==> src/rtl/sms_sample_rx_pkg.sv <==
// Shared types and defaults for the SDTRL sample-pulse receiver.
// FSM state encoding, default parameter values and the width-counter sizing helper.
package sms_sample_rx_pkg;

  typedef enum logic [1:0] {
    ST_IDLE,
    ST_MEASURE,
    ST_LONG,
    ST_GUARD
  } rx_state_t;

  localparam int DEF_DATA_W = 6;
  localparam int DEF_MIN_W  = 3;
  localparam int DEF_MAX_W  = 6;
  localparam int DEF_GUARD  = 2;

  // Counter must hold MAX_W+1 so "would exceed" is representable without wrapping.
  function automatic int width_bits(input int max_w);
    return $clog2(max_w + 2);
  endfunction

endpackage

==> src/rtl/sms_sample_rx_filter.sv <==
// Input stage of the sample-pulse receiver: registers d, optionally majority-filters it,
// and produces the level s and a one-cycle rise. Optional filter: SAMPLE_RX_GLITCH_FILTER_EN.
module sms_sample_rx_filter (
  input  logic x,
  input  logic reset,
  input  logic d,
  output logic s,
  output logic rise
);

  logic s_reg;
  logic s_prev_reg;
  logic armed_reg;
  logic s_next;

`ifdef SAMPLE_RX_GLITCH_FILTER_EN
  // hist_reg[0] is d's register; s follows the 2-of-3 vote over the registered samples.
  logic [2:0] hist_reg;

  always_ff @(posedge x) begin
    if (reset) begin
      hist_reg <= '0;
    end else begin
      hist_reg <= {hist_reg[1:0], d};
    end
  end

  assign s_next = (hist_reg[0] & hist_reg[1]) |
                  (hist_reg[0] & hist_reg[2]) |
                  (hist_reg[1] & hist_reg[2]);
`else
  assign s_next = d;
`endif

  // armed_reg stays low until d has been seen low once, so a pulse already
  // high when reset is released cannot produce a rise.
  always_ff @(posedge x) begin
    if (reset) begin
      s_reg      <= 1'b0;
      s_prev_reg <= 1'b0;
      armed_reg  <= 1'b0;
    end else begin
      s_reg      <= s_next;
      s_prev_reg <= s_reg;
      armed_reg  <= armed_reg | ~d;
    end
  end

  assign s    = s_reg;
  assign rise = s_reg & ~s_prev_reg & armed_reg;

endmodule

==> src/rtl/sms_sample_pulse_receiver.sv <==
// Receiving end of the SDTRL sample-pulse path: measures pulse width, latches data on
// valid pulses, flags short/long pulses. Optional input filter: SAMPLE_RX_GLITCH_FILTER_EN.
module sms_sample_pulse_receiver
  import sms_sample_rx_pkg::*;
#(
  parameter int DATA_W = DEF_DATA_W,
  parameter int MIN_W  = DEF_MIN_W,
  parameter int MAX_W  = DEF_MAX_W,
  parameter int GUARD  = DEF_GUARD
) (
  input  logic              x,
  input  logic              reset,
  input  logic              d,
  input  logic [DATA_W-1:0] data,
  output logic [DATA_W-1:0] q,
  output logic              strobe,
  output logic              err_short,
  output logic              err_long,
  output logic              busy
);

  localparam int WW = width_bits(MAX_W);
  localparam int GW = $clog2(GUARD + 1);
  localparam logic [WW-1:0] MIN_V   = WW'(MIN_W);
  localparam logic [WW-1:0] MAX_V   = WW'(MAX_W);
  localparam logic [GW-1:0] GUARD_V = GW'(GUARD);

  logic s;
  logic rise;

  rx_state_t         state_reg,  state_next;
  logic [WW-1:0]     width_reg,  width_next;
  logic [WW-1:0]     width_inc;
  logic [GW-1:0]     guard_reg,  guard_next;
  logic [DATA_W-1:0] shadow_reg, shadow_next;
  logic [DATA_W-1:0] q_reg,      q_next;
  logic              strobe_reg, strobe_next;
  logic              short_reg,  short_next;
  logic              long_reg,   long_next;

  sms_sample_rx_filter u_filter (
    .x    (x),
    .reset(reset),
    .d    (d),
    .s    (s),
    .rise (rise)
  );

  always_ff @(posedge x) begin
    if (reset) begin
      state_reg  <= ST_IDLE;
      width_reg  <= '0;
      guard_reg  <= '0;
      shadow_reg <= '0;
      q_reg      <= '0;
      strobe_reg <= 1'b0;
      short_reg  <= 1'b0;
      long_reg   <= 1'b0;
    end else begin
      state_reg  <= state_next;
      width_reg  <= width_next;
      guard_reg  <= guard_next;
      shadow_reg <= shadow_next;
      q_reg      <= q_next;
      strobe_reg <= strobe_next;
      short_reg  <= short_next;
      long_reg   <= long_next;
    end
  end

  assign width_inc = (width_reg == '1) ? width_reg : width_reg + WW'(1);

  always_comb begin
    state_next  = state_reg;
    width_next  = width_reg;
    guard_next  = guard_reg;
    shadow_next = shadow_reg;
    q_next      = q_reg;
    strobe_next = 1'b0;
    short_next  = 1'b0;
    long_next   = 1'b0;
    case (state_reg)
      ST_IDLE: begin
        if (rise) begin
          state_next = ST_MEASURE;
          width_next = WW'(1);
          if (MIN_W == 1) shadow_next = data;
        end
      end
      ST_MEASURE: begin
        if (s) begin
          if (width_reg == MAX_V) begin
            long_next  = 1'b1;
            state_next = ST_LONG;
          end else begin
            width_next = width_inc;
            if (width_inc == MIN_V) shadow_next = data;
          end
        end else begin
          if (width_reg < MIN_V) begin
            short_next = 1'b1;
          end else begin
            q_next      = shadow_reg;
            strobe_next = 1'b1;
          end
          state_next = ST_GUARD;
          guard_next = GUARD_V;
        end
      end
      ST_LONG: begin
        if (!s) begin
          state_next = ST_GUARD;
          guard_next = GUARD_V;
        end
      end
      ST_GUARD: begin
        if (guard_reg <= GW'(1)) begin
          state_next = ST_IDLE;
          guard_next = '0;
        end else begin
          guard_next = guard_reg - GW'(1);
        end
      end
      default: state_next = ST_IDLE;
    endcase
  end

  always_comb begin
    busy      = (state_reg != ST_IDLE);
    q         = q_reg;
    strobe    = strobe_reg;
    err_short = short_reg;
    err_long  = long_reg;
  end

endmodule
==> config.mk <==
export PLATFORM = sky130hd
export DESIGN_NAME = sms_sample_pulse_receiver
export DESIGN_NICKNAME = d
export VERILOG_FILES = /design/src/rtl/sms_sample_rx_pkg.sv /design/src/rtl/sms_sample_rx_filter.sv /design/src/rtl/sms_sample_pulse_receiver.sv
export SDC_FILE = /design/constraint.sdc
export NUM_CORES = 1
export LEC_CHECK = 0
export BUFFER_PORTS_ARGS = -buffer_cell sky130_fd_sc_hd__buf_2
export CAP_MARGIN = 40
export CORE_MARGIN = 2
export CORE_UTILIZATION = 30
export CTS_BUF_LIST = sky130_fd_sc_hd__clkbuf_2
export CTS_CLUSTER_DIAMETER = 150
export CTS_CLUSTER_SIZE = 24
export DETAILED_ROUTE_END_ITERATION = 16
export GPL_ROUTABILITY_DRIVEN = 0
export PLACE_DENSITY = 0.45
export SYNTH_ARGS = -nofsm -noshare
export SYNTH_HDL_FRONTEND = slang
export SYNTH_SLANG_ARGS = --single-unit
==> constraint.sdc <==
create_clock -name x -period 3.1 [get_ports x]
set_input_delay 0.62 -clock x [delete_from_list [all_inputs] [get_ports x]]
set_output_delay 0.62 -clock x [all_outputs]
set_load 0.01 [all_outputs]
======== Yosys cells after proc, flatten, opt, wreduce, memory -nomap -nowiden ========
Index checks and enable logic that the tools add are counted.
operators by class
  bitwise operators ....................... 9
  add/sub/neg operators ................... 2
  reduce and logical (&&, ||, !) cells .... 12
  $mul .................................... 0
  shifts and indexed selects .............. 0
  equal/unequal tests ..................... 13
  muxes and demuxes ....................... 17
  $lt $le $gt $ge ......................... 2
  divide/modulo/power cells ............... 0
operator list
  kind                                                             count
  2-to-1 mux 2 bit                                                 7
  2-to-1 mux 3 bit                                                 4
  AND reduction 4 bit                                              3
  != test 2 bit (second input constant)                            5
  case mux 2 bit (4 select lines)                                  1
  equality test 3 bit (second input constant)                      2
  inverter 1 bit                                                   6
  case mux 3 bit (2 select lines)                                  1
  nonzero test 2 bit                                               3
  OR reduction 3 bit                                               2
  equality test 2 bit (second input constant)                      2
  case mux 2 bit (2 select lines)                                  1
  adder 3 x 1 -> 3 bit (second input constant)                     1
  equality test 3 x 2 -> 1 bit (second input constant)             1
  < comparator 3 x 2 -> 1 bit (second input constant)              1
  2-to-1 mux 1 bit                                                 3
  != test 3 bit (second input constant)                            1
  AND reduction 3 bit                                              1
  AND 1 bit                                                        2
  equality test 2 x 1 -> 1 bit (second input constant)             1
  less-or-equal comparator 2 x 1 -> 1 bit (second input constant)  1
  zero test 2 bit                                                  1
  != test 2 x 1 -> 1 bit (second input constant)                   1
  AND reduction 2 bit                                              1
  other kinds (3)                                                  3
storage, ports and cells
  register bits after elaboration ......... 25
  memories kept ........................... 0
  input bits .............................. 9
  bits in read-only memories .............. 0
  output and inout port bits .............. 10
  bits in writable memories ............... 0
  word-level logic and storage cells ...... 66
  latch bits .............................. 0

======== Depth between registers and ports, before layout ========
Gate-level depths: netlist of the first run.
  depth in word-level cells ............... 5
  depth in mapped cells ................... 6
  gate-level depth less buffers ........... 6

======== Modules after synthesis ========
From an unflattened synthesis of the first run, not the netlist that was laid out.
second synthesis, totals
  cell total of the unflattened synthesis .. 115
  area total of the unflattened synthesis .. 1114.8 µm²
by module, submodules not included
  module                     sequential area each (µm²)  area an instance (µm²)  cells an instance  instances
  sms_sample_pulse_receiver  440.4                       1022.2                  106                1
  sms_sample_rx_filter       60.1                        92.6                    9                  1

======== Worst setup path before layout of the first run ========
Ideal clock, no wire load.
  path kind ............................... flip-flop to flip-flop
  from .................................... reg state_reg[1]
  to ...................................... reg width_reg[1]
  setup time .............................. 117 ps
  slack ................................... 1540 ps
  data required time ...................... 2983 ps
  cell stages (with the launch flop) ...... 7
  data arrival time ....................... 1443 ps
  path buffers ............................ 0
  period minus slack after synthesis ...... 1560 ps
  cells stage by stage .................... dfxtp_1 > inv_1 > ha_1 > and2_4 > a22o_4 > and4_4 > a32o_1
on the way
  cells in the longest elaborated chain, start to end .. 3
  elaborated cells on any way between the ends .. 8
  those cells by class .................... eq/ne (4); mux (1); reduce/logical (3)
ends and longest elaborated chain
  element                                                          RTL line                         source
  start, declared                                                  sms_sample_pulse_receiver.sv:31  rx_state_t state_reg, state_next;
  start signal, assigned                                           sms_sample_pulse_receiver.sv:60  state_reg <= state_next;
  equality test 2 x 1 -> 1 bit or zero test 2 bit (tied branches)  sms_sample_pulse_receiver.sv:82  case (state_reg)
  != test 2 x 1 -> 1 bit (no line), or another cell as far along   --
  AND reduction 4 bit (no line)                                    --
  end signal, assigned                                             sms_sample_pulse_receiver.sv:61  width_reg <= width_next;
  end, declared                                                    sms_sample_pulse_receiver.sv:32  logic [WW-1:0] width_reg, width_next;
Parallel ways exist; a longest one is shown, timed or not.
A chain may end at the register's enable or synchronous reset.

======== Final worst setup path of the first run ========
  from .................................... reg state_reg[0]
  to ...................................... out busy
on the way
  cells in the longest elaborated chain, start to end .. 1
ends and longest elaborated chain
  element             RTL line                          source
  nonzero test 2 bit  sms_sample_pulse_receiver.sv:129  busy = (state_reg != ST_IDLE);
  end, declared       sms_sample_pulse_receiver.sv:19   output logic busy
Every way passes these cells.

==> results of run 1 <==
-- cells by family after synthesis --
logic type                 after synthesis
adders and majority gates                6
muxes                                   13
DFF                                     25
and+or+nand+nor                         37
AOI/OAI and AO/OA                       17
buffers and inverters                   10
-- path summary, 6_finish.rpt --
| check | startpoint | to | slack, ps | cells after the start |
|---|---|---|---|---|
| worst max-delay path | state_reg[0] | busy | 1040 | 4 |
| worst min-delay path | d | u_filter.armed_reg | 430 | 2 |
| worst min register to register | u_filter.armed_reg | u_filter.armed_reg | 480 | 2 |
| worst max register to register | state_reg[1] | width_reg[1] | 1410 | 6 |
-- layout make-up --
class                           count  area [µm²]  share of cell area
Multi-Input combinational cell     73         552               0.443
Sequential cell                    25         500               0.402
Timing Repair Buffer               18        90.1              0.0723
Tap cell                           46        57.6              0.0462
Inverter                            7        26.3              0.0211
Clock buffer                        3        15.0              0.0120
Clock inverter                      1        5.00             0.00402
-- stage by stage --
step | instances | hold slack (ps)
global route | 173 | 389
detailed placement | 169 | 452
finish | 173 | 428
global placement | 169 | 446
floorplan | 108 | 426
CTS | 173 | 397
-- layout by cell type (no fill, tap or decap), types with 2 or more instances in the layout --
cell type  instances
a21oi_1            4
a31oi_1            2
buf_2             18
clkbuf_2           3
dfxtp_1           25
ha_1               6
inv_1              7
mux2i_1           13
nand2_1            4
nand2_2            2
nand3_1            2
nor2_1            16
nor2b_1            4
nor3b_1            2
o21ai_0            3
-- worst max-delay path, delay by kind of cell (launching register included) --
kind / cells / cell delay (ps)
buffers and inverters: 3 / 360
adders and majority gates: 1 / 330
DFF: 1 / 400
-- power by group through the flow --
stage / logic (µW) / clock network [µW] / registers (µW)
after floorplan: 226 / 0 / 380
after global placement: 275 / 0 / 383
after detailed placement: 278 / 0 / 387
after CTS: 278 / 134 / 380
after global routing: 314 / 144 / 387
final: 277 / 126 / 380
-- per-layer routing --
metal / up-vias / track usage / part of all wire
li1: 413 / - / -
met2: 14 / 0.163 / 0.44
met5: - / 0 / 0
met3: 2 / 0.0423 / 0.051
met1: 358 / 0.147 / 0.50
met4: 0 / 0.0346 / 0.0096
==> results by group, run 1 <==
CTS
  – Post-CTS sizing: 0
  – # hold bufs at CTS: 0
  – Sink Count: 25
  – Root Buffer: clkbuf_2
  – CTS tree: built
  – Post-CTS Setup Repair Bufs: 0
  – CTS buffer count: 3
  – Worst-path clk slew: 230 ps
  – H-tree depth: 1
  – CTS max path bufs: 2
  – Clock Latency Late Sink: 340 ps

Cells and area
  – Core Util, Final: 0.365
  – Fill count: 365
  – Share of layout cells above drive strength 1: 0.244
  – Final Cell Area: 1250 µm²
  – Antenna cells: 0
  – Final nets: 143
  – Area growth, synth to finish: 14.4%

Yosys
  – Mux cell area share after synthesis: 0.119
  – Synth Register Bits: 25
  – XOR/XNOR Fraction of Synth Area: 0
  – Synth async-reset ratio: 0
  – Register area share after synthesis: 0.459
  – Most used flip-flop cell after synthesis: dfxtp_1
  – Synth top area cells: dfxtp_1 46%, mux2i_1 12%, ha_1 6.9%, nor2_1 5.5%, a221oi_4 2.4%
  – Top cells by count, synth: 25 x dfxtp_1, 16 x nor2_1, 13 x mux2i_1, 7 x inv_1, 6 x ha_1
  – Avg Cell Area, Syn: 10.1 µm²
  – Netlist Area Pre-Place: 1090 µm²
  – Compound-Gate Fraction of Synth Area: 0.138
  – Biggest area consumer among synthesized cells: dfxtp_1
  – Main combinational cell family by area after synthesis: simple AND/OR/NAND/NOR gates
  – Number of synthesized flops with an enable pin: 0
  – Mapped Cells: 108
  – Adder-Cell Fraction of Synth Area: 0.0689
  – Cell variety after synth: 29
  – Most frequent cell after synthesis: dfxtp_1
  – Simple-gate share of the synthesized area: 0.180
  – Synth Warn #: 0
  – Yosys top cell area share: 0.459
  – Net count after synthesis: 123

GRT
  – Vias in the first global route: 776
  – Gr usage total: 0.110
  – Global route total overflow: 0
  – First-pass GRT wire length: 3580 µm
  – Largest net degree at the start of global routing: 27
  – Antenna violations before repair: 0

Timing
  – Fin crit share: 0.663
  – Fmax: 487 MHz
  – RSZ-0062 raised after global routing: no
  – Tightest Pin Transition: 494 ps
  – Setup_tns: 0 ps
  – Final hold viol count: 0
  – Setup ws final: 1040 ps
  – Slew Limit Fails: 0
  – Final setup viols: 0
  – Min cycle time layout: 2060 ps
  – Max transition margin: 0.671
  – Clock skew: 2.04 ps

Placed design
  – Placed Area: 1230 µm²
  – Pre-CTS setup slack: 1440 ps
  – Number of port buffers: 18
  – Hpwl dp: 1430 µm

Status
  – Outcome: finished, final reports clean

Detailed routing
  – Routed len/inst: 11.4 µm
  – DR iter-0 viols: 34
  – DR pass1 iterations: 4
  – Via count: 787
  – Vias per cell: 4.55
  – Post-route ant nets: 0
  – WL final: 1970 µm
  – # DRC: 0

Worst hold path
  – HP Class: in -> reg

Die
  – Row count: 21
  – Core area: 3420 µm²
  – Die area: 4130 µm²
  – Starting Density: 0.319
  – Die Span Y: 64.3 µm
  – Die X: 64.3 µm
  – Top-Level Pins: 19

Power and ir drop
  – Overall power: 783 µW
  – Static leakage: 0.000553 µW
  – Peak supply drop: 0.241 mV
  – Sw frac: 0.356
  – Pwr/cell area: 629 nW/µm²
  – Int Pwr: 504 µW
  – Seq pwr share: 0.486
  – Switch Pwr: 279 µW
  – Clock group share of total power: 0.160
  – Logic pwr share: 0.354

Worst setup path
  – Cells along the critical path: inv_1, ha_1, inv_1, buf_2
  – WP data required: 2480 ps
  – Critical path endpoint category: primary output
  – Slowest-stage cell, CP: dfxtp_1
  – Critical Path AT: 1440 ps
  – Worst path max stage delay: 400 ps
  – Most common cell on crit path: inv_1
  – Crit path launch type: flip-flop
  – Crit path kind: reg -> out
  – Worst-path maximum fanout: 6

Job
  – Max cap viols: 0
(Power assumes the default switching activity.)
==> run 2: changes to the inputs <==
==> constraint.sdc (replaced) <==
create_clock -name x -period 2 [get_ports x]
set_input_delay 0.4 -clock x [delete_from_list [all_inputs] [get_ports x]]
set_output_delay 0.4 -clock x [all_outputs]
set_load 0.01 [all_outputs]
==> run 2 against run 1 <==
  * Clock power is 57% higher
  * Design area grew 0.60%
  * Sequential share of layout area shrank 0.24 points
  * Final cell count up 0.58%
  * First-iteration DRC count shrank 21%
  * Largest cell class unchanged
  * Core utilization grew 0.22 points
==> results by group, run 2 (synthesis results as in run 1) <==
Detailed routing
  – DR pass1 iterations: 4
  – M1 wire length: 957 µm
  – WL final: 1990 µm
  – Max Used Layer: met4
  – Routed wl met3: 101 µm
  – # DRC: 0
  – Via count: 807
  – Routed len/inst: 11.4 µm
  – DR iter-0 viols: 27
  – Met2 wire len: 907 µm
  – Vias per cell: 4.64
  – Post-route ant nets: 0

Timing
  – Fmax: 551 MHz
  – Tightest Pin Transition: 439 ps
  – RSZ-0062 raised after global routing: no
  – Slew Limit Fails: 0
  – Final setup viols: 0
  – Setup_tns: 0 ps
  – Fin crit share: 0.907
  – Final hold viol count: 0
  – Max transition margin: 0.707
  – Min cycle time layout: 1810 ps
  – Clock skew: 5.39 ps
  – Setup ws final: 186 ps

Job
  – Max cap viols: 0

Die
  – Top-Level Pins: 19
  – Row count: 21
  – Core area: 3420 µm²
  – Die Span Y: 64.3 µm
  – Starting Density: 0.319
  – Die area: 4130 µm²
  – Die X: 64.3 µm

CTS
  – Worst-path clk slew: 240 ps
  – Clock Latency Late Sink: 340 ps
  – CTS tree: built
  – Post-CTS Setup Repair Bufs: 0
  – H-tree depth: 1
  – Root Buffer: clkbuf_2
  – # hold bufs at CTS: 0
  – CTS max path bufs: 2
  – Sink Count: 25
  – Post-CTS sizing: 0
  – CTS buffer count: 3

Power and ir drop
  – Peak supply drop: 0.325 mV
  – Pwr/cell area: 971 nW/µm²
  – Static leakage: 0.000557 µW
  – Overall power: 1220 µW

Cells and area
  – Most common cell after layout, fill and taps aside: dfxtp_1
  – Antenna cells: 0
  – Area growth, synth to finish: 15.0%
  – Share of layout cells above drive strength 1: 0.250
  – Most frequent cells in the layout: 25 x dfxtp_1, 18 x buf_2, 16 x nor2_1
  – Fill count: 377
  – Final nets: 144

Status
  – Outcome: finished, final reports clean

Worst hold path
  – HP Class: in -> reg

Worst setup path
  – CP endpoint: busy
  – Worst reg2reg path depth: 6
  – Crit path kind: reg -> out
  – Worst flop-to-flop path startpoint: state_reg[1]
  – Critical path endpoint category: primary output
  – Reg2reg setup slack: 320 ps
  – Worst-path maximum fanout: 6
  – Critical Path AT: 1410 ps
  – Setup crit start: state_reg[0]
  – Reg2reg end: width_reg[0]
  – Crit path launch type: flip-flop
  – WP data required: 1600 ps

Placed design
  – Number of port buffers: 18
  – Hpwl dp: 1480 µm
  – Pre-CTS setup slack: 349 ps

GRT
  – First-pass GRT wire length: 3570 µm
  – Largest net degree at the start of global routing: 15
  – Antenna violations before repair: 0
  – Vias in the first global route: 782
  – Gr usage total: 0.111
  – Global route total overflow: 0
==> run 2: changes by cell type in the layout (fill, tap and decap cells not counted), sizes merged <==
cell  change
buf       +1
==> run 2: per-stage QoR <==
stage	hold WS, ps	cell area (µm²)	util	std cells
2_1_floorplan	426	1090	-	108
3_3_place_gp	442	1230	0.361	170
3_5_place_dp	452	1230	0.361	170
4_1_cts	181	1250	0.367	174
5_1_grt	145	1250	0.367	174
6_report	210	1250	0.367	174
==> run 2: worst min-delay path by stage <==
stage / to / from / depth (start not counted) / slack [ps]
finish: u_filter.armed_reg / d / 2 / 210
global placement: u_filter.armed_reg / u_filter.armed_reg / 2 / 440
detailed placement: u_filter.armed_reg / u_filter.armed_reg / 2 / 450
global route: u_filter.armed_reg / d / 2 / 150
CTS: u_filter.armed_reg / d / 2 / 180
floorplan: u_filter.armed_reg / u_filter.armed_reg / 2 / 430
==> run 2: area by class of cell <==
class,count,area [µm²],share of cell area
clock buffers,3,15.0,0.0120
clock inverters,1,5.00,0.00399
inverters,7,26.3,0.0210
multi-input cells,73,552,0.440
flip-flops and latches,25,500,0.399
well taps,46,57.6,0.0459
repair buffers,19,97.6,0.0778
==> run 2: metal layers <==
| layer | vias to the layer above | GRT usage |
|---|---|---|
| li1 | 420 | - |
| met2 | 14 | 0.185 |
| met5 | - | 0 |
| met4 | 0 | 0.0319 |
| met1 | 371 | 0.132 |
| met3 | 2 | 0.0440 |
==> run 2: critical path, stage by stage (launching register included) <==
cell	delay, ps
dfxtp_1	440
inv_1	90
ha_1	300
inv_1	100
buf_2	130
==> run 2: power by group <==
group          switching, µW  internal [µW]  total, µW
Combinational            236            197        432
Sequential              44.8            542        587
Clock                    152           45.4        198
